`config.mk`:
```
export PLATFORM = sky130hd
export DESIGN_NAME = breathe_gen
export DESIGN_NICKNAME = d
export VERILOG_FILES = /design/src/rtl/breathe_gen_pkg.sv /design/src/rtl/breathe_gen_tick_gen.sv /design/src/rtl/breathe_gen.sv
export SDC_FILE = /design/constraint.sdc
export NUM_CORES = 1
export LEC_CHECK = 0
export CORE_MARGIN = 5
export CORE_UTILIZATION = 32
export DETAILED_ROUTE_END_ITERATION = 7
export PLACE_DENSITY = 0.56
export SETUP_SLACK_MARGIN = 0.1
export SYNTH_ARGS = -nofsm -noshare
export SYNTH_HDL_FRONTEND = slang
export SYNTH_SLANG_ARGS = --single-unit
```
`constraint.sdc`:
```
create_clock -name clk -period 3.7 [get_ports clk]
set_clock_uncertainty 0.15 [all_clocks]
set_input_delay 0.37 -clock clk [delete_from_list [all_inputs] [get_ports clk]]
set_output_delay 0.37 -clock clk [all_outputs]
set_load 0.03 [all_outputs]
```
`src/rtl/breathe_gen_pkg.sv`:
```
// Shared definitions for the breathing-envelope generator.
// Holds the FSM state encodings and the full-scale level derivation
// used by breathe_gen and anything else that needs to decode its state.
package breathe_gen_pkg;

    // FSM state encodings
    localparam logic [2:0] ST_IDLE    = 3'd0;
    localparam logic [2:0] ST_RISE    = 3'd1;
    localparam logic [2:0] ST_HOLD_HI = 3'd2;
    localparam logic [2:0] ST_FALL    = 3'd3;
    localparam logic [2:0] ST_HOLD_LO = 3'd4;

    // Full-scale level for a counter of the given width (2^len - 1).
    function automatic int unsigned max_level(input int unsigned len);
        return (32'd1 << len) - 32'd1;
    endfunction

endpackage

```
`src/rtl/breathe_gen_tick_gen.sv`:
```
// Purpose: programmable prescaler; tick fires once every step_div+1 cycles.
// Latency: tick is combinational from the registered count; count clears on tick or clr.
// Backpressure: none; clr holds the count at zero and suppresses tick.
// Ports: clk, rst_n (async, active-low), clr (hold/restart), step_div (period-1), tick (pulse).
module breathe_gen_tick_gen #(
    parameter int DIV_LEN = 16
) (
    input  logic               clk,
    input  logic               rst_n,
    input  logic               clr,
    input  logic [DIV_LEN-1:0] step_div,
    output logic               tick
);

    logic [DIV_LEN-1:0] pre_q;
    logic [DIV_LEN-1:0] pre_d;

    // ">=" rather than "==" so that lowering step_div below the current
    // count ticks on the next cycle instead of wrapping all the way round.
    always_comb begin
        tick  = !clr && (pre_q >= step_div);
        pre_d = pre_q + 1'b1;
        if (clr || tick) begin
            pre_d = '0;
        end
    end

    always_ff @(posedge clk or negedge rst_n) begin
        if (!rst_n) begin
            pre_q <= '0;
        end else begin
            pre_q <= pre_d;
        end
    end

endmodule

```
`src/rtl/breathe_gen.sv`:
```
// Purpose: triangle "breathing" envelope with dwell at top/bottom, optional gamma, feeding the PWM compare.
// Latency: value is registered one cycle behind the internal level; dir/peak/trough registered with state.
// Backpressure: none; en low returns to IDLE (level 0) on the next cycle and overrides any tick.
// Ports: clk, rst_n (async, active-low), en, step_div (tick period-1) -> value, dir, peak, trough.
module breathe_gen
    import breathe_gen_pkg::*;
#(
    parameter int CTR_LEN    = 8,
    parameter int DIV_LEN    = 16,
    parameter int HOLD_STEPS = 32,
    parameter int GAMMA      = 0
) (
    input  logic               clk,
    input  logic               rst_n,
    input  logic               en,
    input  logic [DIV_LEN-1:0] step_div,
    output logic [CTR_LEN-1:0] value,
    output logic               dir,
    output logic               peak,
    output logic               trough
);

    localparam int HOLD_W = 16;
    localparam logic [CTR_LEN-1:0] MAX       = CTR_LEN'(max_level(CTR_LEN));
    localparam logic [HOLD_W-1:0]  HOLD_LAST = HOLD_W'(HOLD_STEPS - 1);

    logic [2:0]           state_q,  state_d;
    logic [CTR_LEN-1:0]   level_q,  level_d;
    logic [HOLD_W-1:0]    hold_q,   hold_d;
    logic [CTR_LEN-1:0]   value_q,  value_d;
    logic                 dir_q,    dir_d;
    logic                 peak_q,   peak_d;
    logic                 trough_q, trough_d;
    logic [2*CTR_LEN-1:0] sq;
    logic                 tick;
    logic                 tick_clr;

    // The prescaler only runs while ramping/holding; dropping en clears it
    // in the same cycle so a coincident tick is discarded.
    assign tick_clr = !en || (state_q == ST_IDLE);

    breathe_gen_tick_gen #(
        .DIV_LEN (DIV_LEN)
    ) u_tick_gen (
        .clk      (clk),
        .rst_n    (rst_n),
        .clr      (tick_clr),
        .step_div (step_div),
        .tick     (tick)
    );

    // State register
    always_ff @(posedge clk or negedge rst_n) begin
        if (!rst_n) begin
            state_q  <= ST_IDLE;
            level_q  <= '0;
            hold_q   <= '0;
            value_q  <= '0;
            dir_q    <= 1'b0;
            peak_q   <= 1'b0;
            trough_q <= 1'b0;
        end else begin
            state_q  <= state_d;
            level_q  <= level_d;
            hold_q   <= hold_d;
            value_q  <= value_d;
            dir_q    <= dir_d;
            peak_q   <= peak_d;
            trough_q <= trough_d;
        end
    end

    // Next-state logic
    always_comb begin
        state_d = state_q;
        level_d = level_q;
        hold_d  = hold_q;
        if (!en) begin
            state_d = ST_IDLE;
            level_d = '0;
            hold_d  = '0;
        end else begin
            case (state_q)
                ST_IDLE: begin
                    state_d = ST_RISE;
                    level_d = '0;
                    hold_d  = '0;
                end
                ST_RISE: begin
                    if (tick) begin
                        level_d = level_q + 1'b1;
                        if (level_q == MAX - 1'b1) begin
                            state_d = ST_HOLD_HI;
                            hold_d  = '0;
                        end
                    end
                end
                ST_HOLD_HI, ST_HOLD_LO: begin
                    if (tick) begin
                        if (hold_q == HOLD_LAST) begin
                            state_d = (state_q == ST_HOLD_HI) ? ST_FALL : ST_RISE;
                            hold_d  = '0;
                        end else begin
                            hold_d = hold_q + 1'b1;
                        end
                    end
                end
                ST_FALL: begin
                    if (tick) begin
                        level_d = level_q - 1'b1;
                        if (level_q == CTR_LEN'(1)) begin
                            state_d = ST_HOLD_LO;
                            hold_d  = '0;
                        end
                    end
                end
                default: begin
                    state_d = ST_IDLE;
                    level_d = '0;
                    hold_d  = '0;
                end
            endcase
        end
    end

    // Output logic; tick is already forced low when en is low, so the
    // pulses cannot fire on the cycle en drops.
    always_comb begin
        sq       = {{CTR_LEN{1'b0}}, level_q} * {{CTR_LEN{1'b0}}, level_q};
        value_d  = (GAMMA != 0) ? CTR_LEN'(sq >> CTR_LEN) : level_q;
        dir_d    = (state_d == ST_RISE) || (state_d == ST_HOLD_HI);
        peak_d   = (state_q == ST_RISE) && tick && (level_q == MAX - 1'b1);
        trough_d = (state_q == ST_FALL) && tick && (level_q == CTR_LEN'(1));
    end

    assign value  = value_q;
    assign dir    = dir_q;
    assign peak   = peak_q;
    assign trough = trough_q;

endmodule

```
==> impl_metrics.tcl <==
set metrics [dict create \
    reg2reg_depth 7 \
    synth_compound_area_share_pct 16.5 \
    fin_nets 447 \
    pin_count 30 \
    path_clk_slew_ns 0.11 \
    avgSynthCellArea_um2 8.72 \
    clock_latency_ns 0.31 \
    crit_type "in2reg" \
    startpoint_type "input pin" \
    crit_cells 9 \
    ys_warn_count 0 \
    ant_nets 0 \
    synth.most_common_cell "dfrtp_1" \
    start_util_pct 32.5 \
    grt_pass1_wl_um 13200 \
    drive_gt1_share_pct 5.65 \
    post_cts_buffers 0 \
    synth_nets 422 \
    relSlewSlack_pct 35.0 \
    cp_cell_sequence "clkdlybuf4s50_1 -> inv_1 -> ha_1 -> a21oi_2 -> o21ai_1 -> or4_4 -> or3_1 -> and3_1 -> a311o_1" \
    async_reset_ff_share_pct 100 \
    via_per_inst 5.19 \
    core_mm2 0.0102 \
    fin_util_pct 37.7 \
    portBuffers 29 \
    cts_max_level 2 \
    critPathMaxFanout 15 \
    route.detailed.drc 0 \
    min_period_over_period_pct 84.2 \
    synth.area.mux_share_pct 0.640 \
    cts_buffers 5 \
    avgRoutedWirePerCell_um 13.8 \
    synth-edff-count 0 \
    holdCritPathClass "in2async" \
    num_vias 2819 \
    yosysSeqAreaShare_pct 40.7 \
    cts_tree "yes" \
    finalHoldViolCount 0 \
    synth_area_leader_cell "dfrtp_1" \
    max_cap_viol_count 0 \
    max_stage_delay_ns 0.57 \
    leakage_nw 1.78 \
    ys.flop_type "dfrtp_1" \
    die_w_um 112 \
    cts_buffer_depth 2 \
    grt_overflow 0 \
    drt_iter0_drc 120 \
    num_rows 37 \
    wl_um 7480 \
    synthTopCellsByCount "54 x dfrtp_1, 40 x nor2_1, 39 x nand2_1" \
    rsz0062_at_grt "false" \
    hpwl_um 5360 \
    slowest_stage "or3_1" \
    synth_top_area_share_pct 40.7 \
    synth_xor_area_share_pct 4.74 \
    ys_types 51 \
    fmax_mhz 321 \
    grt_max_degree 45 \
    diodes 0 \
    syn_area_mm2 0.00332 \
    gp_congestion 0.799 \
    cp-end-kind "register" \
    min_period_ns 3.12 \
    vdd_drop_max_uv 163 \
    placed_area_mm2 0.00374 \
    setup-tns-final_ns 0 \
    synth_top_family_by_area "simple AND/OR/NAND/NOR gates" \
    ys_ff_latch 54 \
    slew_viol_final 0 \
    cts.hold.buffers_added 0 \
    finalSetupViolations 0 \
    synth-adder-area-share_pct 8.28 \
    cts_resized 0 \
    cp.buffers_inverters 2 \
    synthCells 381 \
    grt_usage_pct 12.5 \
    crit_required_ns 3.75 \
    yosys.area_share.simple_pct 24.8 \
    status "completed" \
    final_cell_area_mm2 0.00386 \
    grt_pass1_vias 2785 \
    cts.sink_count 54 \
    die_h_um 112 \
    dieArea_mm2 0.0125 \
    cts_root_buf "clkbuf_8" \
    synthTopCellsByArea "dfrtp_1 41%, ha_1 8.3%, nand3_1 4.5%" \
    cp.arrival_ns 3.16 \
    crit_family "simple AND/OR/NAND/NOR gates" \
    p_per_area_mw_per_mm2 289 \
    drt_pass1_iterations 5 \
    worstMarginPinSlew_ns 0.975 \
    antenna_found_initial 0 \
    area_delta_synth_final_pct 16.2 \
]
-- worst paths after layout --
path	from	to	slack [ns]
worst max-delay path	step_div[13]	dir$_DFF_PN0_	0.58
worst min-delay path	rst_n	value[2]$_DFF_PN0_	0.05
worst max register to register	u_tick_gen.pre_q[13]$_DFF_PN0_	dir$_DFF_PN0_	0.68
worst min register to register	level_q[6]$_DFFE_PN0P_	value[6]$_DFF_PN0_	0.36
max in group asynchronous	rst_n	u_tick_gen.pre_q[10]$_DFF_PN0_	2.62
min in group clk	level_q[6]$_DFFE_PN0P_	value[6]$_DFF_PN0_	0.36
-- registers in the layout, indices dropped and copies added (netlist names) --
name and flops:
u_tick_gen.pre_q 16, dir 1, level_q 8, value 8, hold_q 16, peak 1, state_q 3, trough 1
-- stage by stage --
step / instances / power [W] / hold slack, ns / setup WS, ns
floorplan: 381 / 0.000652 / -0.0756 / 1.09
global placement: 535 / 0.000695 / 0.335 / 0.231
detailed placement: 535 / 0.000697 / 0.329 / 0.219
CTS: 543 / 0.00114 / 0.0918 / 0.553
global route: 543 / 0.00117 / 0.146 / 0.370
finish: 543 / 0.00112 / 0.0507 / 0.583
-- where the power goes --
part | internal (W) | switching (W)
Combinational | 0.0000364 | 0.0000490
Clock | 0.000223 | 0.000211
Sequential | 0.000593 | 0.00000494
-- metal layers --
metal | track usage (%) | vias up | share of wire, %
met5 | 0 | - | 0
met4 | 2.92 | 0 | 0.79
met3 | 2.39 | 5 | 3.8
met2 | 20.7 | 56 | 47
met1 | 16.9 | 1350 | 48
li1 | - | 1408 | -
-- placed cells by master, fill, tap and decap left out, types with 11 or more instances in the layout --
cell             synthesis  layout
nand2_1                 39      39
nand3_1                 30      30
xor2_1                  11      11
inv_1                   24      24
nor2_1                  40      40
a21oi_1                 13      13
ha_1                    22      22
o21ai_0                 21      21
dfrtp_1                 54      54
clkdlybuf4s50_1          0      28
and3_1                  20      20
-- cell families after synthesis --
kind of cell / count (synthesis)
buffers and inverters: 37
AO/OA/AOI/OAI: 81
adder cells (fa/ha/maj): 22
AND/OR/NAND/NOR: 167
XOR/XNOR: 18
flip-flops: 54
multiplexers: 2
-- cell type report --
| type | count | area, um2 |
|---|---|---|
| clock buffers | 6 | 82.6 |
| clock inverters | 2 | 38.8 |
| fillers | 1043 | 6370 |
| inverters | 24 | 90.1 |
| multi-input cells | 290 | 1830 |
| flip-flops and latches | 54 | 1350 |
| well taps | 136 | 170 |
| repair buffers | 31 | 300 |
No activity file was read; power rests on OpenSTA's default activity.
